--- config.mk ---
export PLATFORM = sky130hd
export DESIGN_NAME = vcmd_decoder
export DESIGN_NICKNAME = d
export VERILOG_FILES = /design/src/rtl/vcmd_decoder.sv
export SDC_FILE = /design/constraint.sdc
export NUM_CORES = 1
export LEC_CHECK = 0
export CORE_MARGIN = 10
export CORE_UTILIZATION = 43
export CTS_CLUSTER_SIZE = 8
export DETAILED_ROUTE_END_ITERATION = 12
export GPL_TIMING_DRIVEN = 0
export SLEW_MARGIN = 20
export SYNTH_ARGS = -nofsm -noshare
export SYNTH_HDL_FRONTEND = slang
export SYNTH_SLANG_ARGS = --single-unit
--- constraint.sdc ---
create_clock -name Clk -period 4.1 [get_ports Clk]
set_input_delay 0.82 -clock Clk [delete_from_list [all_inputs] [get_ports Clk]]
set_output_delay 0.82 -clock Clk [all_outputs]
set_load 0.005 [all_outputs]
--- src/rtl/vcmd_decoder.sv ---
// Byte-stream command decoder for the framebuffer write path: tracks the cursor
// and increment mode, emits pixel writes and raises buffer-swap requests.
module vcmd_decoder #(
  parameter int unsigned PixW = 4,
  parameter int unsigned XW   = 10,
  parameter int unsigned YW   = 9,
  parameter int unsigned HRes = 640,
  parameter int unsigned VRes = 480
) (
  input  logic            Clk,
  input  logic            Reset,
  input  logic            CmdValid,
  output logic            CmdReady,
  input  logic [7:0]      CmdIn,
  output logic            PixValid,
  input  logic            PixReady,
  output logic [XW-1:0]   PixX,
  output logic [YW-1:0]   PixY,
  output logic [PixW-1:0] PixData,
  output logic            SwapReq,
  input  logic            SwapAck,
  output logic            CmdErr
);

  typedef enum logic [3:0] {
    S_IDLE, S_READXH, S_READXL, S_READYH, S_READYL,
    S_READCOUNT, S_READDATA, S_EMITPIX, S_WAITSWAP
  } state_t;

  localparam logic [XW-1:0] XLast = XW'(HRes - 1);
  localparam logic [YW-1:0] YLast = YW'(VRes - 1);
  localparam logic [2:0]    GLast = 3'(8 / PixW - 1);

  state_t          state, state_n;
  logic [XW-1:0]   x, x_n, xadv;
  logic [YW-1:0]   y, y_n, yadv;
  logic            inc, inc_n;
  logic [7:0]      hi, hi_n;
  logic [8:0]      count, count_n;
  logic            pk, pk_n;
  logic [7:0]      sh, sh_n;
  logic [2:0]      grp, grp_n;
  logic            pv_n, sr_n, err_n, rdy_n;
  logic [XW-1:0]   px_n;
  logic [YW-1:0]   py_n;
  logic [PixW-1:0] pd_n;
  logic            fire;
  logic [15:0]     word;

  assign fire = CmdValid & CmdReady;
  assign word = {hi, CmdIn};

  always_comb begin
    xadv = x;
    yadv = y;
    if (x == XLast) begin
      xadv = '0;
      yadv = (y == YLast) ? '0 : y + 1'b1;
    end else begin
      xadv = x + 1'b1;
    end
  end

  always_comb begin
    state_n = state;
    x_n     = x;
    y_n     = y;
    inc_n   = inc;
    hi_n    = hi;
    count_n = count;
    pk_n    = pk;
    sh_n    = sh;
    grp_n   = grp;
    pv_n    = PixValid;
    px_n    = PixX;
    py_n    = PixY;
    pd_n    = PixData;
    sr_n    = SwapReq;
    err_n   = 1'b0;
    case (state)
      S_IDLE: if (fire) begin
        case (CmdIn)
          8'h00: ;
          8'h01: begin sr_n = 1'b1; state_n = S_WAITSWAP; end
          8'h10: inc_n = 1'b0;
          8'h11: inc_n = 1'b1;
          8'h12: begin x_n = '0; y_n = '0; end
          8'h20: state_n = S_READXH;
          8'h30: state_n = S_READYH;
          8'h40, 8'h41: begin
            pk_n = CmdIn[0]; count_n = 9'd1; state_n = S_READDATA;
          end
          8'h42, 8'h43: begin pk_n = CmdIn[0]; state_n = S_READCOUNT; end
          default: err_n = 1'b1;
        endcase
      end
      S_READXH: if (fire) begin hi_n = CmdIn; state_n = S_READXL; end
      S_READXL: if (fire) begin
        if (word >= 16'(HRes)) err_n = 1'b1;
        else x_n = word[XW-1:0];
        state_n = S_IDLE;
      end
      S_READYH: if (fire) begin hi_n = CmdIn; state_n = S_READYL; end
      S_READYL: if (fire) begin
        if (word >= 16'(VRes)) err_n = 1'b1;
        else y_n = word[YW-1:0];
        state_n = S_IDLE;
      end
      S_READCOUNT: if (fire) begin
        count_n = (CmdIn == 8'd0) ? 9'd256 : {1'b0, CmdIn};
        state_n = S_READDATA;
      end
      S_READDATA: if (fire) begin
        count_n = count - 9'd1;
        sh_n    = CmdIn >> PixW;
        grp_n   = '0;
        pv_n    = 1'b1;
        px_n    = x;
        py_n    = y;
        pd_n    = CmdIn[PixW-1:0];
        state_n = S_EMITPIX;
      end
      S_EMITPIX: if (PixReady) begin
        if (inc) begin x_n = xadv; y_n = yadv; end
        // packed groups reuse the post-handshake cursor directly
        if (pk && grp != GLast) begin
          grp_n = grp + 1'b1;
          pd_n  = sh[PixW-1:0];
          sh_n  = sh >> PixW;
          px_n  = inc ? xadv : x;
          py_n  = inc ? yadv : y;
        end else begin
          pv_n    = 1'b0;
          state_n = (count != 9'd0) ? S_READDATA : S_IDLE;
        end
      end
      S_WAITSWAP: if (SwapAck) begin sr_n = 1'b0; state_n = S_IDLE; end
      default: state_n = S_IDLE;
    endcase
    rdy_n = !(state_n == S_EMITPIX || state_n == S_WAITSWAP);
  end

  always_ff @(posedge Clk) begin
    if (Reset) begin
      state    <= S_IDLE;
      x        <= '0;
      y        <= '0;
      inc      <= 1'b0;
      hi       <= '0;
      count    <= '0;
      pk       <= 1'b0;
      sh       <= '0;
      grp      <= '0;
      CmdReady <= 1'b0;
      PixValid <= 1'b0;
      PixX     <= '0;
      PixY     <= '0;
      PixData  <= '0;
      SwapReq  <= 1'b0;
      CmdErr   <= 1'b0;
    end else begin
      state    <= state_n;
      x        <= x_n;
      y        <= y_n;
      inc      <= inc_n;
      hi       <= hi_n;
      count    <= count_n;
      pk       <= pk_n;
      sh       <= sh_n;
      grp      <= grp_n;
      CmdReady <= rdy_n;
      PixValid <= pv_n;
      PixX     <= px_n;
      PixY     <= py_n;
      PixData  <= pd_n;
      SwapReq  <= sr_n;
      CmdErr   <= err_n;
    end
  end

endmodule

# Yosys cells after proc, flatten, opt, wreduce, memory -nomap -nowiden
# Index checks and enable logic that the tools add are counted.
op_classes:
  n_addsub: 4
  multipliers: 0
  n_div: 0
  order_cmp: 2
  n_eq_ne: 37
  shift: 0
  n_mux: 71
  n_bitwise: 1
  reduce_logical: 27
ops:
  columns: ["operator", "count"]
  rows:
  - ["$mux W9", 16]
  - ["$mux W10", 10]
  - ["$pmux W9 S3", 2]
  - ["$mux W4", 12]
  - ["$eq A8 B7 Y1 const B", 4]
  - ["$pmux W4 S8", 1]
  - ["$pmux W10 S3", 1]
  - ["$eq A8 B5 Y1 const B", 3]
  - ["$mux W8", 3]
  - ["$ne A2 B2 Y1 const B", 11]
  - ["$eq A4 B3 Y1 const B", 5]
  - ["$pmux W10 S2", 1]
  - ["$pmux W4 S5", 1]
  - ["$pmux W9 S2", 1]
  - ["$eq A8 B6 Y1 const B", 2]
  - ["$ge A16 B10 Y1 const B", 1]
  - ["$ge A16 B9 Y1 const B", 1]
  - ["$pmux W8 S2", 1]
  - ["$mux W1", 12]
  - ["$mux W3", 4]
  - ["$reduce_and A4 Y1", 3]
  - ["$reduce_and A6 Y1", 2]
  - ["$reduce_or A11 Y1", 1]
  - ["$add A10 B1 Y10 const B", 1]
  - ["29 further kinds", 43]
totals:
  ff_bits: 80
  latch_bits: 0
  ram_bits: 0
  mem_bits_ro: 0
  in_bits: 13
  word_cells: 158
  memories: 0

# Longest topological paths before layout
logic_depth:
  ltp_word: 8
  mapped_depth: 8
  ltp_nobuf: 7

# Worst setup path after synthesis
# OpenSTA, ideal clock, no wires.
synth_timing:
  path_type: "input -> register"
  start: "input CmdIn[3]"
  end: "register x[0]"
  setup_time_ns: 0.116
  arrival_ns: 2.374
  slack_ns: 1.610
  path_stages: 6
  cell_sequence: "buf_4 nor4_4 a41oi_4 a2111oi_4 o21ai_0 a31o_2"
synth_between:
  elab_chain_len: 3
synth_lines:
  columns: ["element", "line", "rtl"]
  rows:
  - ["start: declaration", "14", "input logic [7:0] CmdIn,"]
  - ["$ge A16 B10 Y1 / $eq A8 B5 Y1 (equally long branches)", "99, 82", null]
  - ["$ne A2 B2 Y1 (no source line) / $ne A2 B1 Y1 (equally long branches)", null, null]
  - ["$reduce_and A6 Y1 (no source line) *", null, null]
  - ["end signal: assignment", "163", "x <= x_n;"]
  - ["end: declaration", "35", "logic [XW-1:0] x, x_n, xadv;"]
# Every way passes the cells marked *; elsewhere a longest branch is shown, timed or not.
# A chain may end at the register's enable or synchronous reset.

# Worst setup path after layout
layout_timing:
  start: "input CmdIn[5]"
  end: "register y[6]"
layout_between:
  elab_chain_len: 3
layout_lines:
  columns: ["element", "line", "rtl"]
  rows:
  - ["$ge A16 B9 Y1 / $eq A8 B5 Y1 (equally long branches)", "105, 82", null]
  - ["$ne A2 B2 Y1 (no source line) / $ne A2 B1 Y1 (equally long branches)", null, null]
  - ["$reduce_and A6 Y1 (no source line) *", null, null]
  - ["end signal: assignment", "164", "y <= y_n;"]
  - ["end: declaration", "36", "logic [YW-1:0] y, y_n, yadv;"]
# Marks and branches as above.

==> impl_metrics.json <==
{
  "critPathCaptureType": "register",
  "n_fill_cell": 963,
  "num_vias": 4422,
  "ys_ff_latch": 76,
  "yosysTopAreaCellShare_pct": 34.5,
  "synth_edf_count": 0,
  "dp_hpwl_mm": 10.2,
  "ios": 40,
  "synth_adder_area_share_pct": 1.70,
  "rr_startpoint": "state[0]$_SDFF_PP0_",
  "core.rowCount": 36,
  "synth_compound_area_share_pct": 26.6,
  "areaGrowthSynthToFinish_pct": 15.9,
  "switching_share_pct": 27.7,
  "portBuffers": 35,
  "synth-simple-area-share_pct": 25.2,
  "grt_pass1_vias": 4225,
  "setup-tns-final_ns": 0,
  "grt_max_degree": 15,
  "cts_tree": "built",
  "routed_wl_mm": 14.7,
  "viasPerCell": 6.15,
  "cp-start-kind": "primary input",
  "path_cells": "clkdlybuf4s50_1 > clkbuf_1 > a41oi_1 > a31oi_1 > a2111oi_4 > buf_6 > nor2_1 > a211oi_2",
  "cts_resized": 0,
  "rrSetupSlack_ns": 1.62,
  "cp_max_fo": 10,
  "die_x_um": 121,
  "die-area_mm2": 0.0147,
  "period_minus_slack_ns": 3.16,
  "power_frac_comb_pct": 6.3,
  "syn_area_mm2": 0.00441,
  "max_freq_mhz": 316,
  "power_leakage_nw": 1.59,
  "synth-xor-area-share_pct": 1.79,
  "hold_violations": 0,
  "gr-total-overflow": 0,
  "yosys-top-cells-area": "dfxtp_1 (35%), a21oi_1 (5.3%), nor2_1 (4.8%)",
  "tightest_slew_ns": 0.819,
  "drv_cap": 0,
  "htreeDepth": 3,
  "synth_flop_cell": "dfxtp_1",
  "multiInputGateArea_mm2": 0.00261,
  "drc": 0,
  "ff2ff_path_depth": 8,
  "drive_gt1_share_pct": 11.4,
  "seqPwrFrac_pct": 53.5,
  "grt_setup_unrepaired": "false",
  "min_from": "count[8]$_SDFFE_PP0P_",
  "wl_per_cell_um": 20.4,
  "post_cts.repair.setup_buffers": 0,
  "cts_hold_buf": 0,
  "syn_inst": 535,
  "finalSetupViolations": 0,
  "synth_fp_nets": 554,
  "internal_power_mw": 1.01,
  "post-route-util_pct": 51.8,
  "dr.pass1.iters": 8,
  "gr-usage-all-layers_pct": 19.8,
  "n_antenna_cell": 0,
  "grt_first_pass_wirelength_mm": 23.0,
  "muxShareOfSynthArea_pct": 3.86,
  "worst_hold_path.endpoint": "count[8]$_SDFFE_PP0P_",
  "clock_sinks": 76,
  "gp_congestion": 0.910,
  "synth-async-reset-ratio_pct": 0,
  "p_sw_mw": 0.386,
  "crit_required_ns": 4.39,
  "root_buffer": "clkbuf_8",
  "vdd_drop_max_uv": 163,
  "power.clock.fraction_pct": 40.2,
  "hold_depth": 2,
  "reg2reg_to": "PixX[2]$_SDFFE_PP0P_",
  "ys_seq_area_share_pct": 34.5,
  "slowest_stage": "a2111oi_4",
  "fp.dieH_um": 121,
  "ant_nets": 0,
  "path_class": "in2reg",
  "avgSynthCellArea_um2": 8.24,
  "final_net_count": 600,
  "clk_pin_slew_ns": 0.09,
  "seqCellArea_mm2": 0.00152,
  "numCtsBuffers": 9,
  "core_mm2": 0.00986,
  "clk_path_buf_depth": 2,
  "critPathMaxStageDelay_ns": 0.70,
  "antenna_found_initial": 0,
  "start_util_pct": 44.7,
  "outcome": "complete, no violations",
  "clock_latency_ns": 0.36,
  "worstPathArrival_ns": 3.45,
  "hold_class": "reg2reg",
  "finalCritPeriodShare_pct": 77.1,
  "synth_top_family_by_area": "compound AO/OA/AOI/OAI gates",
  "synth_top_area_cell": "dfxtp_1",
  "ys_warn_count": 0,
  "netlist-cell-type-count": 71,
  "drt_first_iter_violations": 473,
  "power_density_mw_per_mm2": 272,
  "slew_violations": 0,
  "skew_ns": 0.0137,
  "slew_headroom_pct": 45.4
}
==> Yosys cell counts (all sizes together), types with 7 or more instances <==
cell    instances
dfxtp          76
nor2           59
a21oi          47
nand2          42
o21ai          29
clkbuf         25
a22oi          24
buf            24
a211oi         17
mux2i          17
nor3           15
nor4           15
nand3          13
inv            11
nand4           9
a311oi          8
nor2b           7
==> kinds of logic after synthesis <==
family	count (synthesis)
simple gates	204
compound gates	163
flops	76
buf+inv	60
mux	17
xor+xnor	9
fa+ha+maj	6
==> stage by stage <==
stage / power [mW] / instance area (um2) / setup WS (ns) / hold slack (ns) / cells
CTS: 1.40 / 5110 / 1.02 / 0.477 / 719
floorplan: 0.807 / 4410 / 1.61 / 0.443 / 535
global route: 1.43 / 5110 / 0.860 / 0.495 / 719
detailed placement: 0.848 / 4930 / 0.646 / 0.466 / 703
finish: 1.39 / 5110 / 0.940 / 0.479 / 719
global placement: 0.848 / 4930 / 0.675 / 0.459 / 703
==> state kept, by name, summed over array words and instances (netlist names) <==
register and flops:
PixX 10, x 10, PixY 9, count 9, y 9, hi 8, PixData 4, sh 4
state 4, grp 3, CmdErr 1, CmdReady 1, PixValid 1, SwapReq 1, inc 1, pk 1
==> worst max-delay path: cells and delay by family <==
kind	cells	cell delay (ns)
compound gates	4	1.40
buf+inv	3	1.16
simple gates	1	0.06
==> worst max-delay path by stage <==
stage,slack (ns),endpoint,start
after floorplan,1.61,x[0]$_SDFFE_PP0P_,CmdIn[3]
after global placement,0.67,y[6]$_SDFFE_PP0P_,CmdIn[5]
after detailed placement,0.65,y[6]$_SDFFE_PP0P_,CmdIn[5]
after CTS,1.02,y[6]$_SDFFE_PP0P_,CmdIn[5]
after global routing,0.86,y[6]$_SDFFE_PP0P_,CmdIn[5]
final,0.94,y[6]$_SDFFE_PP0P_,CmdIn[5]
==> power groups by stage <==
stage | Clock [mW] | Combinational (mW) | Sequential, mW
final | 0.560 | 0.0876 | 0.745
after global routing | 0.597 | 0.0916 | 0.746
after CTS | 0.569 | 0.0857 | 0.745
after detailed placement | 0 | 0.0854 | 0.762
after floorplan | 0 | 0.0461 | 0.761
after global placement | 0 | 0.0854 | 0.762
==> layer usage <==
| layer | track usage (%) | share of wire [%] | vias to the layer above |
|---|---|---|---|
| met5 | 0 | 0 | - |
| met4 | 7.75 | 2.9 | 0 |
| met3 | 5.07 | 8.5 | 35 |
| met2 | 30.5 | 44 | 199 |
| met1 | 26.0 | 44 | 2104 |
| li1 | - | - | 2084 |
==> area by class of cell <==
| cell class | instances | area share [%] |
|---|---|---|
| well taps | 133 | 3.26 |
| plain buffers | 49 | 4.70 |
| inverters | 11 | 0.808 |
| flip-flops and latches | 76 | 29.8 |
| clock inverters | 6 | 0.930 |
| clock buffers | 10 | 2.69 |
| repair buffers | 35 | 6.85 |
| multi-input cells | 399 | 51.0 |
==> placed cells by master, fill, tap and decap left out, types with 4 or more instances in the layout <==
cell type,instances
a211oi_1,13
a211oi_2,4
a21oi_1,47
a22oi_1,24
a311oi_1,8
and2_1,4
and3_1,4
and4_1,6
buf_2,18
clkbuf_1,25
clkbuf_8,10
clkdlybuf4s50_1,35
clkinvlp_4,4
dfxtp_1,76
ha_1,6
inv_1,11
mux2i_1,17
nand2_1,41
nand2b_1,6
nand3_1,13
nand4_1,9
nor2_1,56
nor2b_1,7
nor3_1,14
nor4_1,11
o21ai_0,26
or3_1,5
xor2_1,6
Note: power is estimated with default switching activity, not from simulation.
